<file path="config.mk">
export PLATFORM = sky130hd
export DESIGN_NAME = uart_prog_loader
export DESIGN_NICKNAME = d
export VERILOG_FILES = /design/src/rtl/uart_prog_loader.sv
export SDC_FILE = /design/constraint.sdc
export NUM_CORES = 1
export LEC_CHECK = 0
export ABC_AREA = 1
export CORE_MARGIN = 5
export CORE_UTILIZATION = 36
export CTS_CLUSTER_SIZE = 20
export DETAILED_ROUTE_END_ITERATION = 7
export DONT_BUFFER_PORTS = 1
export SLEW_MARGIN = 10
export SYNTH_ARGS = -nofsm -noshare
export SYNTH_HDL_FRONTEND = slang
export SYNTH_SLANG_ARGS = --single-unit
</file>
<file path="constraint.sdc">
create_clock -name Clk -period 1.9 [get_ports Clk]
set_input_delay 0.095 -clock Clk [delete_from_list [all_inputs] [get_ports Clk]]
set_output_delay 0.095 -clock Clk [all_outputs]
set_load 0.1 [all_outputs]
</file>
<file path="src/rtl/uart_prog_loader.sv">
// UART program loader: while Load is high, receives parametrised serial frames on RX,
// validates them and writes accepted words to sequential memory addresses from 0.
module uart_prog_loader #(
   parameter int unsigned BAUD_DIV  = 24,
   parameter int unsigned DATA_W    = 8,
   parameter int unsigned ADDR_W    = 5,
   parameter int unsigned PARITY    = 0,
   parameter int unsigned STOP_BITS = 1
) (
   input  logic              Clk,
   input  logic              Reset_n,
   input  logic              Load,
   input  logic              RX,
   output logic              Wr_en,
   output logic [ADDR_W-1:0] Wr_addr,
   output logic [DATA_W-1:0] Wr_data,
   output logic [ADDR_W:0]   Byte_count,
   output logic              Busy,
   output logic              Done,
   output logic              FE,
   output logic              PE,
   output logic              Overflow
);
   localparam int unsigned TW    = $clog2(BAUD_DIV);
   localparam int unsigned CW    = 4;
   localparam int unsigned DEPTH = 2 ** ADDR_W;
   localparam logic [TW-1:0] HALF_RELOAD = TW'(BAUD_DIV / 2 - 1);
   localparam logic [TW-1:0] FULL_RELOAD = TW'(BAUD_DIV - 1);
   localparam logic [ADDR_W:0] FULL_COUNT = (ADDR_W + 1)'(DEPTH);
   localparam logic ODD = (PARITY == 2);

   typedef enum logic [2:0] {
      S_IDLE, S_START, S_DATA, S_PAR, S_STOP, S_WAIT_HIGH
   } state_t;

   state_t            state, state_n;
   logic [TW-1:0]     timer, timer_n;
   logic [CW-1:0]     bit_cnt, bit_cnt_n;
   logic [DATA_W-1:0] shreg, shreg_n;
   logic              par_bad, par_bad_n;
   logic              frame_ok, frame_ok_n;
   logic              frame_fe, frame_fe_n;
   logic              rx_meta, rxs;
   logic              load_q;
   logic              tick;

   // RX synchroniser; idles high
   always_ff @(posedge Clk or negedge Reset_n) begin
      if (!Reset_n) begin
         rx_meta <= 1'b1;
         rxs     <= 1'b1;
      end else begin
         rx_meta <= RX;
         rxs     <= rx_meta;
      end
   end

   always_ff @(posedge Clk or negedge Reset_n) begin
      if (!Reset_n) begin
         state    <= S_IDLE;
         timer    <= '0;
         bit_cnt  <= '0;
         shreg    <= '0;
         par_bad  <= 1'b0;
         frame_ok <= 1'b0;
         frame_fe <= 1'b0;
         Busy     <= 1'b0;
      end else begin
         state    <= state_n;
         timer    <= timer_n;
         bit_cnt  <= bit_cnt_n;
         shreg    <= shreg_n;
         par_bad  <= par_bad_n;
         frame_ok <= frame_ok_n;
         frame_fe <= frame_fe_n;
         Busy     <= (state_n != S_IDLE);
      end
   end

   // Frame receiver: every sample is taken when the bit timer has run down to 0
   always_comb begin
      tick       = (timer == '0);
      state_n    = state;
      timer_n    = tick ? timer : timer - TW'(1);
      bit_cnt_n  = bit_cnt;
      shreg_n    = shreg;
      par_bad_n  = par_bad;
      frame_ok_n = 1'b0;
      frame_fe_n = 1'b0;
      case (state)
         S_IDLE: begin
            if (Load && !rxs) begin
               state_n = S_START;
               timer_n = HALF_RELOAD;
            end
         end
         S_START: begin
            if (tick) begin
               if (rxs) begin
                  state_n = S_IDLE;
               end else begin
                  state_n   = S_DATA;
                  timer_n   = FULL_RELOAD;
                  bit_cnt_n = '0;
                  par_bad_n = 1'b0;
               end
            end
         end
         S_DATA: begin
            if (tick) begin
               shreg_n = {rxs, shreg[DATA_W-1:1]};
               timer_n = FULL_RELOAD;
               if (bit_cnt == CW'(DATA_W - 1)) begin
                  bit_cnt_n = '0;
                  state_n   = (PARITY != 0) ? S_PAR : S_STOP;
               end else begin
                  bit_cnt_n = bit_cnt + CW'(1);
               end
            end
         end
         S_PAR: begin
            if (tick) begin
               par_bad_n = (rxs != ((^shreg) ^ ODD));
               timer_n   = FULL_RELOAD;
               state_n   = S_STOP;
            end
         end
         S_STOP: begin
            if (tick) begin
               timer_n = FULL_RELOAD;
               if (!rxs) begin
                  frame_fe_n = 1'b1;
                  state_n    = S_WAIT_HIGH;
               end else if (bit_cnt == CW'(STOP_BITS - 1)) begin
                  frame_ok_n = 1'b1;
                  state_n    = S_IDLE;
               end else begin
                  bit_cnt_n = bit_cnt + CW'(1);
               end
            end
         end
         S_WAIT_HIGH: begin
            if (rxs) state_n = S_IDLE;
         end
         default: state_n = S_IDLE;
      endcase
      // Leaving the load window abandons any partial frame silently
      if (!Load) begin
         state_n    = S_IDLE;
         frame_ok_n = 1'b0;
         frame_fe_n = 1'b0;
      end
   end

   // Commit stage: a Load rising edge clears status and drops a frame finishing alongside it
   always_ff @(posedge Clk or negedge Reset_n) begin
      if (!Reset_n) begin
         load_q     <= 1'b0;
         Wr_en      <= 1'b0;
         Wr_addr    <= '0;
         Wr_data    <= '0;
         Byte_count <= '0;
         Done       <= 1'b0;
         FE         <= 1'b0;
         PE         <= 1'b0;
         Overflow   <= 1'b0;
      end else begin
         load_q <= Load;
         Wr_en  <= 1'b0;
         Done   <= load_q & ~Load;
         if (Load && !load_q) begin
            Byte_count <= '0;
            FE         <= 1'b0;
            PE         <= 1'b0;
            Overflow   <= 1'b0;
         end else if (Load) begin
            if (frame_fe) FE <= 1'b1;
            if (frame_ok) begin
               if (par_bad) begin
                  PE <= 1'b1;
               end else if (Byte_count < FULL_COUNT) begin
                  Wr_en      <= 1'b1;
                  Wr_addr    <= Byte_count[ADDR_W-1:0];
                  Wr_data    <= shreg;
                  Byte_count <= Byte_count + (ADDR_W + 1)'(1);
               end else begin
                  Overflow <= 1'b1;
               end
            end
         end
      end
   end

endmodule

</file>
==> flow_metrics.env <==
export IMPL_status="finished, final reports clean"
export IMPL_yosysMostFrequentCell="nand2_1"
export IMPL_cpPeakStageDelay_ns=0.40
export IMPL_syn_area_um2=2560
export IMPL_grt_max_degree=52
export IMPL_routed_wirelength_um=5140
export IMPL_synth_nets=324
export IMPL_synth_area_leader_cell="dfrtp_1"
export IMPL_vias_per_cell=4.51
export IMPL_crit_path_start_kind="flip-flop"
export IMPL_track_usage_pct=12.2
export IMPL_crit_path_end_kind="flip-flop"
export IMPL_syn_area_per_cell_um2=8.11
export IMPL_cts_root_buffer="clkbuf_8"
export IMPL_wire_per_inst_um=11.6
export IMPL_crit_chain="inv_1 -> ha_1 -> nand3_4 -> clkinv_4 -> nand2_4 -> nand2_1 -> nand2_1 -> o21ai_0 -> nand3_1"
export IMPL_start_util_pct=37.3
export IMPL_vias=2008
export IMPL_synth_fa_ha_area_share_pct=1.95
export IMPL_reg2reg_slack_ns=0.21
export IMPL_die_area_um2=8900
export IMPL_n_antenna_cell=0
export IMPL_rsz0062_at_grt="false"
export IMPL_drv_slew=0
export IMPL_cts_sinks=51
export IMPL_gp_congestion=0.848
export IMPL_drc=0
export IMPL_portBuffers=0
export IMPL_critPathKind="reg -> reg"
export IMPL_nFillCells=686
export IMPL_insertion_delay_ns=0.31
export IMPL_powerDensity_nw_per_um2=973
export IMPL_cap_violations=0
export IMPL_fin_setup_tns_ns=0
export IMPL_fmax_ghz=0.592
export IMPL_dieWidth_um=94.4
export IMPL_row_count=30
export IMPL_yosysWarnings=0
export IMPL_areaGrowthSynthToFinish_pct=17.8
export IMPL_regArea_um2=1280
export IMPL_layout_drive_gt1_share_pct=16.6
export IMPL_path_buf_inv=2
export IMPL_yosys_register_bits=51
export IMPL_p_leak_nw=1.54
export IMPL_drt_pass1_iter_count=4
export IMPL_synth_yosys_seq_area_share_pct=49.9
export IMPL_synthMuxAreaShare_pct=0
export IMPL_ys_flop_type="dfrtp_1"
export IMPL_cts_buffer_depth=2
export IMPL_hold_path_class="in -> async"
export IMPL_synthArstFlopShare_pct=100
export IMPL_core_area_um2=6870
export IMPL_skew_ns=0.0140
export IMPL_synth_cell_type_count=31
export IMPL_dpl_hpwl_um=3840
export IMPL_nets=356
export IMPL_cts_reportedPaths_clkPinSlew_ns=0.11
export IMPL_required_ns=2.08
export IMPL_cp_slowest_cell="dfrtp_1"
export IMPL_cts_buffers_inserted=5
export IMPL_grt_pass1_wl_um=8660
export IMPL_cp_top_family="simple AND/OR/NAND/NOR gates"
export IMPL_htreeDepth=2
export IMPL_period_minus_slack_ns=1.69
export IMPL_multi_input_area_um2=1050
export IMPL_synthCells=316
export IMPL_synthTopCellsByCount="90 x nand2_1, 49 x dfrtp_1, 48 x inv_1"
export IMPL_synth_xor_area_share_pct=1.71
export IMPL_first_iter_violations=63
export IMPL_worstPathMaxFanout=10
export IMPL_ant_nets=0
export IMPL_synth_edf_count=0
export IMPL_fin_util_pct=44.0
export IMPL_synth_area_leaders="dfrtp_1 48%, nand2_1 13%, inv_1 7.0%, o21ai_0 5.1%, nand3_1 4.7%"
export IMPL_whs_ns=0.294
export IMPL_cts_tree="built"
export IMPL_post_cts_setup_buffers=0
export IMPL_crit_arrival_ns=1.87
export IMPL_setup_violations_final=0
export IMPL_top_level_ports=29
export IMPL_overflow=0
export IMPL_synth_top_family_by_area="simple AND/OR/NAND/NOR gates"
export IMPL_synth_simple_area_share_pct=28.7
export IMPL_synth_compound_area_share_pct=8.69
export IMPL_ir_worst_vdd_mv=0.570
export IMPL_period_share_pct=88.9
export IMPL_worstMarginPinSlew_ns=0.432
export IMPL_slew_headroom_pct=71.1
export IMPL_antenna_found_initial=0
export IMPL_die_h_um=94.4
export IMPL_yosys_area_top_type_share_pct=47.9
export IMPL_finalHoldViolations=0
export IMPL_grt_pass1_vias=1882
export IMPL_cpMostUsedCell="nand2_1"
[layer usage]
layer	global-route usage [%]	up-vias	share of wire (%)
met5	0	-	0
met4	3.25	0	1.0
met3	3.59	5	5.2
met2	20.0	34	46
met1	15.8	914	48
li1	-	1055	-
[cell usage in the layout (no fill, tap or decap)]
cell	n
a21oi_1	7
a31oi_1	1
buf_16	1
buf_4	25
bufinv_16	1
clkbuf_8	5
clkinv_4	2
dfrtp_1	49
dfstp_2	2
dlygate4sd3_1	3
ha_1	4
inv_1	48
inv_2	5
inv_6	1
nand2_1	90
nand2_2	4
nand2_4	1
nand3_1	24
nand3_4	1
nand4_1	4
nand4_4	1
nor2_1	16
nor2_2	4
nor2_4	4
nor2_8	1
nor3_1	4
o211ai_1	1
o21a_1	1
o21ai_0	25
o21ai_1	7
o22ai_1	1
or2_0	1
xnor2_1	4
xor2_1	1
[through the flow]
step                      cells  instance area (um2)  worst slack [ns]  total power, W
after floorplan             316                 2560            0.0245         0.00198
after global placement      433                 2850             0.292         0.00213
after detailed placement    433                 2850             0.220         0.00214
after CTS                   445                 3020             0.204         0.00296
after global routing        445                 3020           0.00625         0.00314
final                       445                 3020             0.211         0.00294
[worst reg2reg max path, delay by kind of cell (launching register included)]
family / cells / cell delay (ns)
AND/OR/NAND/NOR: 5 / 0.47
flip-flops: 1 / 0.40
adder cells (fa/ha/maj): 1 / 0.27
buffers and inverters: 2 / 0.24
AO/OA/AOI/OAI: 1 / 0.18
[cell families (layout without fill, tap and decap cells)]
kind of cell / after synthesis / after routing
DFF: 51 / 51
buffers and inverters: 58 / 91
adders and majority gates: 4 / 4
and+or+nand+nor: 155 / 155
xor gates and xnor gates: 5 / 5
AOI/OAI and AO/OA: 43 / 43
[power breakdown]
group	internal, W	switching, W
combinational	0.000288	0.000604
clock	0.000400	0.000385
sequential	0.00118	0.0000829
[what timing repair did]
action | 4_1_cts | 5_1_grt
endpoints found under the setup margin | 0 | 1
hold endpoints to repair | 64 | 0
hold buffers | 4 | 0
resized for setup | 0 | 1
[sequential cells by signal, summed over array words and instances (netlist names)]
signal and cells:
Busy 1, Byte_count 6, Done 1, FE 1
Overflow 1, PE 1, Wr_addr 5, Wr_data 8
Wr_en 1, bit_cnt 4, frame_fe 1, frame_ok 1
load_q 1, par_bad 1, rx_meta 1, rxs 1
shreg 8, state 3, timer 5
[final cells by class]
type,count,share of cell area (%)
Inverter,54,6.88
Clock buffer,5,2.28
Timing Repair Buffer,29,8.12
Multi-Input combinational cell,207,34.8
Tap cell,96,3.98
Sequential cell,51,42.4
Clock inverter,3,1.57
[worst paths after layout]
kind                          start          to  cells past startpoint
max                        timer[0]    timer[0]                      9
min                         Reset_n  Wr_addr[2]                      2
max reg2reg                timer[0]    timer[0]                      9
min reg2reg                 rx_meta         rxs                      0
max in group asynchronous   Reset_n         rxs                      2
min in group Clk                 RX     rx_meta                      1
Power figures use the tool's default switching activity.
